$ cat config.mk
export PLATFORM = sky130hd
export DESIGN_NAME = paint_cursor_ctrl
export DESIGN_NICKNAME = d
export VERILOG_FILES = /design/src/rtl/pcc_pkg.sv /design/src/rtl/pcc_key_event.sv /design/src/rtl/paint_cursor_ctrl.sv
export SDC_FILE = /design/constraint.sdc
export NUM_CORES = 1
export LEC_CHECK = 0
export ABC_CLOCK_PERIOD_IN_PS = 4100
export CORE_MARGIN = 8
export CORE_UTILIZATION = 38
export CTS_CLUSTER_DIAMETER = 150
export DETAILED_ROUTE_END_ITERATION = 12
export GPL_TIMING_DRIVEN = 0
export HOLD_SLACK_MARGIN = 0.12
export SLEW_MARGIN = 20
export SYNTH_ARGS = -nofsm -noshare
export SYNTH_HDL_FRONTEND = slang
export SYNTH_SLANG_ARGS = --single-unit
$ cat constraint.sdc
create_clock -name clk -period 4.1 [get_ports clk]
set_clock_uncertainty 0.05 [all_clocks]
set_input_delay 0.82 -clock clk [delete_from_list [all_inputs] [get_ports clk]]
set_output_delay 0.82 -clock clk [all_outputs]
set_load 0.02 [all_outputs]
$ cat src/rtl/pcc_pkg.sv
// pcc_pkg: shared state type, direction indices and the clamped axis-step helper
// for the paint cursor controller.
package pcc_pkg;

  typedef enum logic [0:0] {
    CLEAR = 1'b0,
    RUN   = 1'b1
  } state_e;

  localparam int DIR_UP    = 0;
  localparam int DIR_DOWN  = 1;
  localparam int DIR_LEFT  = 2;
  localparam int DIR_RIGHT = 3;

  localparam int COLOR_W = 12;

  // One step along an axis; opposing requests cancel and the grid edges clamp.
  function automatic logic [7:0] step_axis(input logic [7:0] pos,
                                           input logic       dec,
                                           input logic       inc,
                                           input logic [7:0] max_pos);
    logic [7:0] res;
    res = pos;
    if (dec && !inc && (pos != 8'd0)) begin
      res = pos - 8'd1;
    end else if (inc && !dec && (pos != max_pos)) begin
      res = pos + 8'd1;
    end else begin
      res = pos;
    end
    return res;
  endfunction

endpackage

$ cat src/rtl/pcc_key_event.sv
// pcc_key_event: rising-edge detector for one direction button, plus a hold
// counter that re-fires the event while held when PCC_AUTOREPEAT_EN is defined.
module pcc_key_event
`ifdef PCC_AUTOREPEAT_EN
#(
  parameter int RPT_DLY = 25_000_000,
  parameter int RPT_PER = 5_000_000
)
`endif
(
  input  logic clk,
  input  logic rst,
  input  logic lvl_i,
  input  logic run_i,
  output logic ev_o
);

  logic lvl_q;
  logic rise;

  // The level register tracks the button in every state so no stale edge survives a clear.
  always_ff @(posedge clk or posedge rst) begin
    if (rst) begin
      lvl_q <= 1'b0;
    end else begin
      lvl_q <= lvl_i;
    end
  end

  assign rise = lvl_i & ~lvl_q;

`ifdef PCC_AUTOREPEAT_EN
  localparam int CNT_MAX = (RPT_DLY > RPT_PER) ? RPT_DLY : RPT_PER;
  localparam int CNT_W   = $clog2(CNT_MAX + 1);
  localparam logic [CNT_W-1:0] CNT_ONE = CNT_W'(1);
  localparam logic [CNT_W-1:0] DLY_C   = CNT_W'(RPT_DLY);
  localparam logic [CNT_W-1:0] PER_C   = CNT_W'(RPT_PER);

  logic [CNT_W-1:0] cnt_q, cnt_d;
  logic             rep_q, rep_d;
  logic             fire;

  // cnt_q counts cycles since the edge or the last repeat; zero means idle.
  always_comb begin
    cnt_d = '0;
    rep_d = 1'b0;
    fire  = 1'b0;
    if (!run_i || !lvl_i) begin
      cnt_d = '0;
      rep_d = 1'b0;
    end else if (rise) begin
      cnt_d = CNT_ONE;
      rep_d = 1'b0;
    end else if (cnt_q == '0) begin
      cnt_d = '0;
      rep_d = 1'b0;
    end else if (cnt_q == (rep_q ? PER_C : DLY_C)) begin
      fire  = 1'b1;
      cnt_d = CNT_ONE;
      rep_d = 1'b1;
    end else begin
      cnt_d = cnt_q + CNT_ONE;
      rep_d = rep_q;
    end
  end

  always_ff @(posedge clk or posedge rst) begin
    if (rst) begin
      cnt_q <= '0;
      rep_q <= 1'b0;
    end else begin
      cnt_q <= cnt_d;
      rep_q <= rep_d;
    end
  end

  assign ev_o = run_i & (rise | fire);
`else
  assign ev_o = run_i & rise;
`endif

endmodule

$ cat src/rtl/paint_cursor_ctrl.sv
// paint_cursor_ctrl: cursor movement, paint writes and full-screen clear sweep into VRAM.
// Auto-repeat of held direction buttons is built in when PCC_AUTOREPEAT_EN is defined.
module paint_cursor_ctrl
  import pcc_pkg::*;
#(
  parameter int                 H_RES    = 160,
  parameter int                 V_RES    = 120,
  parameter int                 ADDR_W   = 15,
  parameter logic [COLOR_W-1:0] BG_COLOR = 12'hFFF
`ifdef PCC_AUTOREPEAT_EN
  ,
  parameter int                 RPT_DLY  = 25_000_000,
  parameter int                 RPT_PER  = 5_000_000
`endif
) (
  input  logic               clk,
  input  logic               rst,
  input  logic [3:0]         dir_lvl,
  input  logic               draw,
  input  logic               clr,
  input  logic [COLOR_W-1:0] color,
  output logic [ADDR_W-1:0]  waddr,
  output logic [COLOR_W-1:0] wdata,
  output logic               we,
  output logic [7:0]         cursor_x,
  output logic [6:0]         cursor_y,
  output logic               busy
);

  localparam int SWP_W = ADDR_W + 1;
  localparam logic [SWP_W-1:0] SWP_END = SWP_W'(H_RES * V_RES);
  localparam logic [SWP_W-1:0] SWP_ONE = SWP_W'(1);
  localparam logic [7:0]       X_MAX   = 8'(H_RES - 1);
  localparam logic [7:0]       Y_MAX   = 8'(V_RES - 1);
  localparam logic [7:0]       X_MID   = 8'(H_RES / 2);
  localparam logic [6:0]       Y_MID   = 7'(V_RES / 2);

  state_e               state_q, state_d;
  logic [7:0]           x_q, x_d;
  logic [6:0]           y_q, y_d;
  logic [ADDR_W-1:0]    waddr_q, waddr_d;
  logic [COLOR_W-1:0]   wdata_q, wdata_d;
  logic                 we_q, we_d;
  logic                 busy_q, busy_d;
  logic [SWP_W-1:0]     swp_q, swp_d;
  logic                 draw_q;

  logic [3:0]           ev;
  logic                 run;
  logic [7:0]           nx;
  logic [6:0]           ny;
  logic [ADDR_W-1:0]    addr_new;

  assign run = (state_q == RUN);

  for (genvar i = 0; i < 4; i++) begin : g_key
`ifdef PCC_AUTOREPEAT_EN
    pcc_key_event #(
      .RPT_DLY (RPT_DLY),
      .RPT_PER (RPT_PER)
    ) u_key (
      .clk   (clk),
      .rst   (rst),
      .lvl_i (dir_lvl[i]),
      .run_i (run),
      .ev_o  (ev[i])
    );
`else
    pcc_key_event u_key (
      .clk   (clk),
      .rst   (rst),
      .lvl_i (dir_lvl[i]),
      .run_i (run),
      .ev_o  (ev[i])
    );
`endif
  end

  assign nx = step_axis(x_q, ev[DIR_LEFT], ev[DIR_RIGHT], X_MAX);
  assign ny = 7'(step_axis({1'b0, y_q}, ev[DIR_UP], ev[DIR_DOWN], Y_MAX));

  // y*160 is split into two shifts; other line widths fall back to a multiply.
  always_comb begin
    addr_new = '0;
    if (H_RES == 32'd160) begin
      addr_new = (ADDR_W'(ny) << 3'd7) + (ADDR_W'(ny) << 3'd5) + ADDR_W'(nx);
    end else begin
      addr_new = ADDR_W'(ny) * ADDR_W'(H_RES) + ADDR_W'(nx);
    end
  end

  always_comb begin
    state_d = state_q;
    x_d     = x_q;
    y_d     = y_q;
    waddr_d = waddr_q;
    wdata_d = wdata_q;
    we_d    = 1'b0;
    busy_d  = busy_q;
    swp_d   = swp_q;
    case (state_q)
      CLEAR: begin
        if (swp_q == SWP_END) begin
          state_d = RUN;
          busy_d  = 1'b0;
        end else begin
          we_d    = 1'b1;
          waddr_d = ADDR_W'(swp_q);
          wdata_d = BG_COLOR;
          swp_d   = swp_q + SWP_ONE;
          busy_d  = 1'b1;
        end
      end
      RUN: begin
        busy_d = 1'b0;
        if (clr) begin
          // Address 0 goes out in the very next cycle; moves and paint are dropped.
          state_d = CLEAR;
          busy_d  = 1'b1;
          we_d    = 1'b1;
          waddr_d = '0;
          wdata_d = BG_COLOR;
          swp_d   = SWP_ONE;
        end else begin
          x_d = nx;
          y_d = ny;
          if (draw && ((|ev) || !draw_q)) begin
            we_d    = 1'b1;
            waddr_d = addr_new;
            wdata_d = color;
          end else begin
            we_d = 1'b0;
          end
        end
      end
      default: begin
        state_d = CLEAR;
        busy_d  = 1'b1;
        swp_d   = '0;
      end
    endcase
  end

  always_ff @(posedge clk or posedge rst) begin
    if (rst) begin
      state_q <= CLEAR;
      x_q     <= X_MID;
      y_q     <= Y_MID;
      waddr_q <= '0;
      wdata_q <= '0;
      we_q    <= 1'b0;
      busy_q  <= 1'b1;
      swp_q   <= '0;
      draw_q  <= 1'b0;
    end else begin
      state_q <= state_d;
      x_q     <= x_d;
      y_q     <= y_d;
      waddr_q <= waddr_d;
      wdata_q <= wdata_d;
      we_q    <= we_d;
      busy_q  <= busy_d;
      swp_q   <= swp_d;
      draw_q  <= draw;
    end
  end

  assign waddr    = waddr_q;
  assign wdata    = wdata_q;
  assign we       = we_q;
  assign cursor_x = x_q;
  assign cursor_y = y_q;
  assign busy     = busy_q;

endmodule

# Word level (Yosys, flattened, before mapping)
# Index checks and enable logic that the tools add are counted.
totals:
  register_bits: 66
  in_bits: 20
  out_inout_bits: 44
classes:
  add_sub_neg: 7
  n_eq_ne: 6
  n_mux: 24
  bitwise_logic: 14
  reduce_logical: 21
ops:
  columns: ["operator", "n"]
  rows:
  - ["15-bit 2-to-1 mux", 3]
  - ["12-bit 2-to-1 mux", 3]
  - ["16-bit 2-to-1 mux", 2]
  - ["16-bit one-hot mux with 2 select lines", 1]
  - ["15-bit one-hot mux with 2 select lines", 1]
  - ["12-bit one-hot mux with 2 select lines", 1]
  - ["16-bit by 1-bit adder with 16-bit output (second input constant)", 1]
  - ["16-bit by 15-bit == test with 1-bit output (second input constant)", 1]
  - ["8-bit 2-to-1 mux", 2]
  - ["14-bit by 12-bit adder with 15-bit output", 1]
  - ["15-bit by 8-bit adder with 15-bit output", 1]
  - ["7-bit 2-to-1 mux", 2]
  - ["1-bit logical AND", 9]
  - ["8-bit by 1-bit adder with 8-bit output (second input constant)", 1]
  - ["1-bit AND", 8]
  - ["8-bit != test (second input constant)", 1]
  - ["8-bit nonzero test", 1]
  - ["8-bit by 1-bit subtractor with 8-bit output (second input constant)", 1]
  - ["7-bit by 1-bit adder with 7-bit output (second input constant)", 1]
  - ["7-bit != test (second input constant)", 1]
  - ["7-bit nonzero test", 1]
  - ["7-bit by 1-bit subtractor with 7-bit output (second input constant)", 1]
  - ["1-bit 2-to-1 mux", 6]
  - ["1-bit inverter", 6]
  - ["other kinds (7)", 16]

# Longest topological paths before layout
# Gate-level depths: netlist (run 1).
logic_depth:
  depth_word: 13
  ltp_mapped: 17
  ltp_nobuf: 17

# Hierarchy
# Synthesis (run 1) repeated with hierarchy kept, for this count alone.
hier_totals:
  cells_unflattened: 423
  hier_area_um2: 3901.2
modules_own_cells:
  columns: ["mod", "n_inst", "cells_each", "area_each_um2", "seq_area_each_um2"]
  rows:
  - ["paint_cursor_ctrl", 1, 411, 3751.1, 1560.2]
  - ["pcc_key_event", 4, 3, 37.5, 25.0]

# Worst setup path before layout (run 1)
# Ideal clock, no wire load.
synth_timing:
  path_kind: "reg-to-reg"
  from: "register x_q[0] (netlist: cursor_x[0])"
  to: "register waddr_q[10] (netlist: waddr[10])"
  setup_time_ps: 125
  arrival_ps: 4002
  required_time_ps: 3925
  setup_slack_ps: -77
  stages_incl_launch_ff: 17
  path_buffers: 0
  path_cell_list: "dfrtp_1 inv_1 ha_1 nor3b_1 a211oi_1 nor4_1 a31oi_1 nor2_1 xor2_1 fa_1 inv_1 fa_1 nor2b_1 o21a_1 o21ai_0 a32o_1 mux2_4"
synth_between:
  elab_chain_len: 8
  elab_cells_between_ends: 12
  cone_classes: "add/sub: 3; eq/ne: 1; mux: 5; reduce/logical: 3"
synth_lines:
  columns: ["element", "line", "rtl"]
  rows:
  - ["start: declaration", "paint_cursor_ctrl.sv:39", "logic [7:0] x_q, x_d;"]
  - ["start signal: assignment", "paint_cursor_ctrl.sv:147", "x_q <= X_MID;"]
  - ["start signal: assignment", "paint_cursor_ctrl.sv:157", "x_q <= x_d;"]
  - ["branches (longest 3 deep; another with 8-bit by 1-bit adder with 8-bit output)", null, null]
  - ["8-bit 2-to-1 mux (*)", "pcc_pkg.sv:24", "if (dec && !inc && (pos != 8'd0)) begin"]
  - ["named net nx[7]", "paint_cursor_ctrl.sv:50", "logic [7:0] nx;"]
  - ["15-bit by 8-bit adder with 15-bit output (*)", "paint_cursor_ctrl.sv:86", "addr_new = (ADDR_W'(ny) << 3'd7) + (ADDR_W'(ny) << 3'd5) + ADDR_W'(nx);"]
  - ["15-bit 2-to-1 mux (*)", "paint_cursor_ctrl.sv:127", "if (draw && ((|ev) || !draw_q)) begin"]
  - ["15-bit 2-to-1 mux (*)", "paint_cursor_ctrl.sv:116", "if (clr) begin"]
  - ["15-bit one-hot mux with 2 select lines (*)", "paint_cursor_ctrl.sv:101", "case (state_q)"]
  - ["end signal: assignment", "paint_cursor_ctrl.sv:159", "waddr_q <= waddr_d;"]
  - ["end: declaration", "paint_cursor_ctrl.sv:41", "logic [ADDR_W-1:0] waddr_q, waddr_d;"]
# Mark *: on every way through the listed nets, which the timed path passes. The select of a mux whose other input is x is not followed.
# A chain may end at the register's enable or synchronous reset.

# Worst setup path after layout (run 1)
layout_timing:
  from: "register x_q[4] (netlist: cursor_x[4])"
  to: "register waddr_q[10] (netlist: waddr[10])"
# The elaborated chain is that of the path after synthesis.

==> flow_metrics.env, run 1 <==
export IMPL_wirelength_mm=10.4
export IMPL_first_pass_iters=4
export IMPL_rr_startpoint="cursor_x[4]"
export IMPL_required_ns=4.29
export IMPL_grt_max_degree=41
export IMPL_die_w_um=117
export IMPL_cts_buffer_depth=2
export IMPL_synthDistinctLibCells=63
export IMPL_setup_worst_path_end_class="register"
export IMPL_fp_dieH_um=117
export IMPL_whs_path_depth=1
export IMPL_hold_start="waddr[1]"
export IMPL_viasPerCell=5.29
export IMPL_netlist_area_um2=3860
export IMPL_synth_avg_cell_area_um2=9.55
export IMPL_cts_clk_slew_worst_paths_ns=0.08
export IMPL_dp_slack_ns=-0.988
export IMPL_initial_core_util=0.393
export IMPL_synthFlopType="dfrtp_1"
export IMPL_cts_made_buffers=9
export IMPL_track_usage=0.158
export IMPL_cts_root_buf="clkbuf_8"
export IMPL_ys_seq_area_frac=0.431
export IMPL_layout_min_cycle_time_ns=4.00
export IMPL_die_area_um2=13600
export IMPL_async_flop_share=1.00
export IMPL_coreArea_um2=9820
export IMPL_syn_num_nets=446
export IMPL_fmax_ghz=0.250
export IMPL_finalPower_mw=1.91
export IMPL_antenna_diode_count=0
export IMPL_drt_iter0_drc=157
export IMPL_reg2reg_to="waddr[10]"
export IMPL_synth_top_area_cell="dfrtp_1"
export IMPL_cts_tree="yes"
export IMPL_yosysWarnings=0
export IMPL_ir_drop_mv=0.157
export IMPL_grt_ovfl_total=0
export IMPL_maxCapViolCount=0
export IMPL_setup_violations=0
export IMPL_wl_per_cell_um=16.5
export IMPL_place_hpwl_mm=7.45
export IMPL_first_global_vias=3250
export IMPL_cp_arrival_ns=4.20
export IMPL_synth_top_area_frac=0.383
export IMPL_synth_seq_cells=66
export IMPL_nets=534
export IMPL_fin_crit_sh=0.977
export IMPL_core_rowCount=36
export IMPL_cpMaxStageDelayCell="dfstp_2"
export IMPL_power_leakage_nw=2.18
export IMPL_insertion_delay_ns=0.36
export IMPL_worst_slack_ns=0.0952
export IMPL_cp_slowest_stage_delay_ns=0.53
export IMPL_syn_to_final_growth_pct=34.8
export IMPL_hold_end="waddr[1]"
export IMPL_crit_chain="buf_2 -> nand4bb_1 -> o2111ai_4 -> o21ai_0 -> a31oi_1 -> nor2_1 -> xor2_1 -> fa_1 -> inv_2 -> fa_2 -> nor2b_2 -> o21a_1 -> or3_1 -> a32o_2 -> mux2_4"
export IMPL_vias=3332
export IMPL_powerDensity_nw_per_um2=367
export IMPL_antenna_found_initial=0
export IMPL_slew_limit_headroom=0.567
export IMPL_syn_inst=404
export IMPL_cts_hold_buf=0
export IMPL_crit_type="reg2reg"
export IMPL_worst_pin_slew_ns=0.647
export IMPL_start_kind="register"
export IMPL_synth_top_cells_by_area="dfrtp_1, nor2_1, ha_1"
export IMPL_drv_slew=0
export IMPL_final_common_cell="nor2_1"
export IMPL_synth_edf_count=0
export IMPL_finalHoldViolCount=0
export IMPL_drc=0
export IMPL_reg2regPathDepth=15
export IMPL_r2r_slack_ns=0.1
export IMPL_io_buffers=63
export IMPL_drive_gt1_frac=0.181
export IMPL_io_pins=64
export IMPL_cp_max_fo=7
export IMPL_grt_pass1_wl_mm=16.8
export IMPL_most_common_layout_cells="nor2_1, clkdlybuf4s50_1, dfrtp_1"
export IMPL_cts_sinks=66
export IMPL_ant_nets=0
export IMPL_place_congestion=0.883
export IMPL_h_tree_depth=3
export IMPL_status="complete, no violations"
export IMPL_fin_tns_setup_ns=0
export IMPL_hp_class="reg2reg"
## layer usage
metal / global-route usage / vias up / part of all wire
li1: - / 1605 / -
met1: 0.204 / 1632 / 0.44
met2: 0.250 / 78 / 0.49
met3: 0.0440 / 17 / 0.056
met4: 0.0546 / 0 / 0.016
met5: 0 / - / 0
## worst max-delay path: cells and delay by family (launching register included)
kind / cells / cell delay [ns]
AOI/OAI and AO/OA: 5 / 1.15
adders and majority gates: 2 / 0.71
and+or+nand+nor: 4 / 0.66
DFF: 1 / 0.53
buffers and inverters: 2 / 0.28
xor gates and xnor gates: 1 / 0.25
muxes: 1 / 0.25
## registers in the layout (all words and copies together) (netlist names)
| signal | cells |
|---|---|
| swp_q | 16 |
| draw_q | 1 |
| busy | 1 |
| we | 1 |
| wdata | 12 |
| cursor_x | 8 |
| g_key.u_key.lvl_q | 4 |
| cursor_y | 7 |
| run | 1 |
| waddr | 15 |
## per-stage QoR
stage / area, um2 / hold slack, ns / instances / util
floorplan: 3860 / 0.450 / 404 / -
global placement: 4660 / 0.422 / 600 / 0.474
detailed placement: 4680 / 0.432 / 601 / 0.477
CTS: 5090 / 0.450 / 624 / 0.518
global route: 5200 / 0.465 / 630 / 0.529
finish: 5200 / 0.442 / 630 / 0.529
## power by group
part	leakage, nW	internal (mW)	switching (mW)
sequential	0.774	0.728	0.0902
clock	0.120	0.409	0.282
combinational	1.29	0.201	0.198
total	2.18	1.34	0.570
## repair_timing
action                                  4_1_cts  5_1_grt
endpoints found under the setup margin        7        6
buffers inserted                              7        6
pin swaps                                    12        7
gates resized for setup                      21       16
## cells by family (layout without fill, tap and decap cells)
| kind of cell | Yosys count | after routing | share of synthesized area |
|---|---|---|---|
| AOI/OAI and AO/OA | 68 | 68 | 0.123 |
| buffers and inverters | 35 | 128 | 0.0444 |
| and+or+nand+nor | 172 | 172 | 0.228 |
| DFF | 66 | 66 | 0.431 |
| muxes | 9 | 9 | 0.0260 |
| adders and majority gates | 22 | 22 | 0.0753 |
| xor gates and xnor gates | 32 | 32 | 0.0727 |
## worst max-delay path by stage
| stage | startpoint | end | cells after the start |
|---|---|---|---|
| final | cursor_x[4] | waddr[10] | 15 |
| after global routing | cursor_y[1] | waddr[10] | 16 |
| after CTS | dir_lvl[2] | waddr[10] | 15 |
| after detailed placement | dir_lvl[3] | waddr[13] | 15 |
| after global placement | dir_lvl[3] | waddr[13] | 15 |
| after floorplan | cursor_x[4] | waddr[10] | 15 |
## cell usage after synthesis, drive strengths merged, types with 3 or more instances
library cell,instances
and2,3
clkbuf,6
inv,18
a221oi,9
xnor2,16
nand4,6
and3,6
nand3,15
o21ai,19
a31oi,5
nor2,67
ha,20
nand2,23
nand3b,3
nor2b,5
dfstp,7
nor4,6
a22oi,3
mux2i,4
xor2,16
nor3b,3
nor3,18
a21oi,13
nor4b,3
mux2,5
or3,5
buf,11
nand2b,4
dfrtp,59
## layout make-up
| cell class | count | area (um2) |
|---|---|---|
| Buffer | 17 | 98.8 |
| Clock buffer | 9 | 124 |
| Clock inverter | 7 | 124 |
| Fill cell | 943 | 4620 |
| Inverter | 18 | 75.1 |
| Multi-Input combinational cell | 303 | 2180 |
| Sequential cell | 66 | 1660 |
| Tap cell | 133 | 166 |
| Timing Repair Buffer | 77 | 762 |
Power figures use the tool's default switching activity.
==> run 2: changes to the inputs <==
- CORE_MARGIN: 8 -> 2
- DONT_BUFFER_PORTS: default -> 1
==> run 2 against run 1 <==
  * Fmax fell by 1.1%
  * Design area fell by 9.2%
  * Sequential share of layout area rose by 3.3 points
  * Clock power fell by 26%
  * First-iteration DRC count rose by 14%
  * Die area fell by 20%
  * Flip-flop and latch count did not move
  * Critical path type unchanged
  * Critical endpoint unchanged
  * Highest routed layer unchanged
==> flow_metrics.env, run 2 (synthesized netlist as in run 1, its figures left out) <==
export IMPL_drt_iter0_drc=179
export IMPL_largest_register="swp_q"
export IMPL_syn_to_final_growth_pct=22.4
export IMPL_cts_tree="yes"
export IMPL_final_common_cell="nor2_1"
export IMPL_io_pins=64
export IMPL_crit_family="compound AO/OA/AOI/OAI gates"
export IMPL_drive_gt1_frac=0.277
export IMPL_cts_clk_slew_worst_paths_ns=0.08
export IMPL_h_tree_depth=3
export IMPL_viasPerCell=5.45
export IMPL_first_global_vias=3278
export IMPL_utilization=0.481
export IMPL_ir_drop_mv=0.140
export IMPL_grt_ovfl_total=0
export IMPL_cpMaxStageDelayCell="dfstp_2"
export IMPL_wirelength_mm=10.4
export IMPL_fill_cells=950
export IMPL_required_ns=4.30
export IMPL_insertion_delay_ns=0.37
export IMPL_layout_min_cycle_time_ns=4.05
export IMPL_antenna_found_initial=0
export IMPL_worst_pin_slew_ns=0.681
export IMPL_status="complete, no violations"
export IMPL_die_area_um2=11000
export IMPL_place_congestion=0.893
export IMPL_maxCapViolCount=0
export IMPL_start_kind="register"
export IMPL_worst_path_buf_inv=1
export IMPL_rsz0062_at_grt="yes"
export IMPL_most_common_layout_cells="nor2_1, dfrtp_1, buf_4"
export IMPL_fin_crit_sh=0.988
export IMPL_cts_made_buffers=9
export IMPL_largest_reg_flops=16
export IMPL_cts_sinks=66
export IMPL_drv_slew=0
export IMPL_drc=0
export IMPL_setup_worst_path_end_class="register"
export IMPL_first_pass_iters=4
export IMPL_setup_violations=0
export IMPL_hp_class="in2async"
export IMPL_vias=3218
export IMPL_finalPower_mw=1.63
export IMPL_cts_root_buf="clkbuf_8"
export IMPL_fp_dieH_um=105
export IMPL_coreArea_um2=9820
export IMPL_cp_slowest_stage_delay_ns=0.60
export IMPL_powerDensity_nw_per_um2=346
export IMPL_track_usage=0.196
export IMPL_fmax_ghz=0.247
export IMPL_cp_arrival_ns=4.25
export IMPL_ant_nets=0
export IMPL_cp_max_fo=7
export IMPL_fin_tns_setup_ns=0
export IMPL_finalHoldViolCount=0
export IMPL_core_rowCount=36
export IMPL_antenna_diode_count=0
export IMPL_place_hpwl_mm=6.94
export IMPL_grt_pass1_wl_mm=17.0
export IMPL_cts_buffer_depth=2
export IMPL_die_w_um=105
export IMPL_slew_limit_headroom=0.546
export IMPL_grt_max_degree=56
export IMPL_io_buffers=0
export IMPL_wl_per_cell_um=17.7
export IMPL_power_leakage_nw=1.99
export IMPL_crit_chain="buf_4 -> nand4bb_4 -> o2111ai_4 -> o21ai_0 -> a31oi_2 -> nor2_2 -> xor2_2 -> fa_1 -> ha_1 -> nor2b_2 -> o21a_1 -> or3_1 -> a32o_2 -> mux2_4"
export IMPL_nets=495
export IMPL_crit_type="reg2reg"
export IMPL_initial_core_util=0.393
-- run 2: cell count changes in the layout (fill, tap and decap cells not counted), sizes merged --
| cell | before | now |
|---|---|---|
| dlygate4sd2 | 1 | 0 |
| clkinvlp | 1 | 2 |
| clkbuf | 15 | 17 |
| clkinv | 1 | 3 |
| dlymetal6s2s | 1 | 0 |
| inv | 20 | 19 |
| buf | 25 | 48 |
| clkdlybuf4s50 | 61 | 0 |
| bufinv | 3 | 0 |
-- run 2: worst reg2reg max path: cells and delay by family, from the launching register on --
family                   cells  cell delay (ns)
AO/OA/AOI/OAI                5             1.17
XOR/XNOR                     1             0.17
adder cells (fa/ha/maj)      2             0.77
buffers and inverters        1             0.20
flip-flops                   1             0.60
multiplexers                 1             0.25
AND/OR/NAND/NOR              4             0.72
-- run 2: what timing repair did --
item / in CTS / in global routing
setup endpoints to repair: 7 / 7
pin swaps: 9 / 26
endpoints found under the hold margin: 0 / 0
resized for setup: 26 / 26
buffers inserted: 25 / 12
hold buffers: 0 / 0
cloned: 0 / 0
-- run 2: per-stage QoR --
step | cells | setup WS (ns) | instance area [um2] | hold WS [ns]
floorplan | 404 | 0.0545 | 3860 | 0.450
global placement | 537 | -0.462 | 4030 | 0.477
detailed placement | 538 | -0.599 | 4060 | 0.496
CTS | 579 | 0.0129 | 4530 | 0.181
global route | 591 | -0.0923 | 4720 | 0.183
finish | 591 | 0.0490 | 4720 | 0.189
-- run 2: routing by layer --
| metal | vias to the layer above | GRT usage | part of all wire | routed length [um] |
|---|---|---|---|---|
| met2 | 91 | 0.321 | 0.49 | 5080 |
| met3 | 22 | 0.0455 | 0.054 | 561 |
| met5 | - | 0 | 0 | 0 |
| met4 | 0 | 0.0838 | 0.027 | 282 |
| li1 | 1518 | - | - | - |
| met1 | 1587 | 0.249 | 0.43 | 4520 |
-- run 2: power by group --
| part | leakage, nW | switching [mW] | total [mW] | internal [mW] |
|---|---|---|---|---|
| combinational | 1.14 | 0.127 | 0.246 | 0.118 |
| sequential | 0.767 | 0.151 | 0.878 | 0.727 |
| clock | 0.0827 | 0.289 | 0.509 | 0.220 |
| total | 1.99 | 0.567 | 1.63 | 1.07 |
-- run 2: layout make-up --
cell class / count / area [um2] / share of cell area
timing repair buffer: 38 / 305 / 0.0647
multi-input combinational: 303 / 2230 / 0.472
buffer: 17 / 106 / 0.0225
clock buffer: 10 / 128 / 0.0270
inverter: 18 / 77.6 / 0.0164
clock inverter: 6 / 42.5 / 0.00901
tap: 133 / 166 / 0.0353
sequential: 66 / 1670 / 0.353
-- run 2: worst paths after layout --
path / start / depth (start not counted) / to / slack, ns
max: cursor_x[4] / 14 / waddr[10] / 0.05
min: rst / 1 / cursor_x[2] / 0.19
max reg2reg: cursor_x[4] / 14 / waddr[10] / 0.05
min reg2reg: swp_q[7] / 1 / swp_q[7] / 0.52
max in group asynchronous: rst / 2 / busy / 3.25
min in group clk: dir_lvl[1] / 0 / g_key[1].u_key.lvl_q / 0.42
==> run 3: changes to the inputs <==
- CORE_MARGIN: 2 -> default
- SETUP_SLACK_MARGIN: default -> 0.02
==> run 3 against run 2 <==
  * Flip-flop and latch count unchanged
  * Critical endpoint unchanged
  * Highest routed layer unchanged
  * Worst hold slack gained 0.044 ns
  * First-iteration DRC count shrank 37%
  * Clock power grew 25%
  * Largest cell class unchanged
==> flow_metrics.env, run 3 (synthesized netlist as in run 1, its figures left out) <==
export IMPL_h_tree_depth=3
export IMPL_insertion_delay_ns=0.35
export IMPL_powerDensity_nw_per_um2=371
export IMPL_place_congestion=0.916
export IMPL_crit_type="reg2reg"
export IMPL_nets=482
export IMPL_cp_arrival_ns=4.26
export IMPL_finalHoldViolCount=0
export IMPL_cts_buffer_depth=2
export IMPL_most_common_layout_cells="nor2_1, dfrtp_1, buf_4"
export IMPL_required_ns=4.29
export IMPL_io_buffers=0
export IMPL_initial_core_util=0.393
export IMPL_die_w_um=103
export IMPL_drive_gt1_frac=0.267
export IMPL_largest_register="swp_q"
export IMPL_vias=3138
export IMPL_dp_slack_ns=-0.538
export IMPL_ant_nets=0
export IMPL_cts_sinks=66
export IMPL_fmax_ghz=0.246
export IMPL_track_usage=0.198
export IMPL_instances_no_fill=578
export IMPL_largest_reg_flops=16
export IMPL_fill_cells=938
export IMPL_first_pass_iters=4
export IMPL_power_leakage_nw=1.96
export IMPL_setup_violations=0
export IMPL_wl_per_cell_um=17.3
export IMPL_syn_to_final_growth_pct=23.4
export IMPL_ir_drop_mv=0.214
export IMPL_first_global_vias=3047
export IMPL_cp_max_fo=6
export IMPL_coreArea_um2=9820
export IMPL_drv_slew=0
export IMPL_rsz0062_at_grt="yes"
export IMPL_cts_root_buf="clkbuf_8"
export IMPL_layout_min_cycle_time_ns=4.07
export IMPL_final_common_cell="nor2_1"
export IMPL_grt_pass1_wl_mm=15.7
export IMPL_setup_worst_path_end_class="register"
export IMPL_drc=0
export IMPL_status="complete, no violations"
export IMPL_wirelength_mm=10.0
export IMPL_antenna_found_initial=0
export IMPL_cts_hold_buf=0
export IMPL_finalPower_mw=1.76
export IMPL_slew_limit_headroom=0.552
export IMPL_viasPerCell=5.43
export IMPL_hp_class="in2async"
export IMPL_fp_dieH_um=103
export IMPL_antenna_diode_count=0
export IMPL_grt_ovfl_total=0
export IMPL_maxCapViolCount=0
export IMPL_cts_tree="yes"
export IMPL_worst_slack_ns=0.0307
export IMPL_start_kind="register"
export IMPL_io_pins=64
export IMPL_drt_iter0_drc=112
export IMPL_place_inst=538
export IMPL_cts_made_buffers=9
export IMPL_cts_clk_slew_worst_paths_ns=0.08
export IMPL_die_area_um2=10600
export IMPL_core_rowCount=36
export IMPL_worst_pin_slew_ns=0.670
export IMPL_fin_crit_sh=0.993
export IMPL_place_hpwl_mm=6.90
export IMPL_grt_max_degree=49
==> run 3: cell types whose count changed in the layout (fill, tap and decap cells not counted), sizes merged <==
cell    change
buf        -13
bufinv      +2
inv         +1
clkinv      -2
clkbuf      -1
==> run 3: final timing paths <==
path / startpoint / endpoint / slack, ns / cells after the start
max reg2reg: cursor_x[0] / waddr[10] / 0.03 / 18
min in group clk: draw / draw_q / 0.44 / 0
max in group asynchronous: rst / cursor_y[3] / 3.19 / 2
min: rst / waddr[3] / 0.23 / 1
max: cursor_x[0] / waddr[10] / 0.03 / 18
min reg2reg: swp_q[7] / swp_q[7] / 0.50 / 1
==> run 3: final cells by class <==
class,count,area [um2],area share
Timing Repair Buffer,25,208,0.0436
Sequential cell,66,1670,0.351
Buffer,17,119,0.0250
Clock buffer,9,124,0.0260
Multi-Input combinational cell,303,2290,0.482
Tap cell,133,166,0.0350
Clock inverter,7,101,0.0213
Inverter,18,77.6,0.0163
==> run 3: power breakdown <==
part | internal, mW | leakage [nW] | switching, mW
logic | 0.124 | 1.09 | 0.127
registers | 0.727 | 0.765 | 0.151
clock network | 0.347 | 0.106 | 0.287
total | 1.20 | 1.96 | 0.565
==> run 3: metrics by stage <==
stage,hold WS (ns),instance area (um2),setup TNS [ns],utilization
final,0.232,4760,0,0.485
after global placement,0.485,4030,-1.84,0.410
after floorplan,0.450,3860,0,-
after detailed placement,0.501,4060,-2.48,0.413
after global routing,0.232,4760,-0.408,0.485
after CTS,0.230,4540,0,0.463
==> run 3: metal layers <==
layer | vias to the layer above | wire length, um | global-route usage
met3 | 15 | 619 | 0.0617
li1 | 1504 | - | -
met1 | 1531 | 4320 | 0.255
met2 | 88 | 4860 | 0.315
met5 | - | 0 | 0
met4 | 0 | 204 | 0.0704
==> run 3: timing repair <==
action	in CTS	in global routing
pin swaps	20	12
endpoints found under the setup margin	7	6
buffers inserted	16	8
resized for setup	30	37
==> run 3: critical path, stage by stage, from the launching register on <==
cell,delay [ns]
dfrtp_2,0.48
inv_2,0.08
ha_1,0.22
nor3b_4,0.16
a211oi_4,0.28
buf_4,0.18
nor4_4,0.04
a31oi_2,0.20
nor2_1,0.09
xor2_1,0.25
fa_1,0.47
buf_4,0.15
inv_2,0.04
fa_2,0.19
nor2b_2,0.04
o21a_1,0.20
or3_1,0.31
a32o_2,0.28
mux2_4,0.25
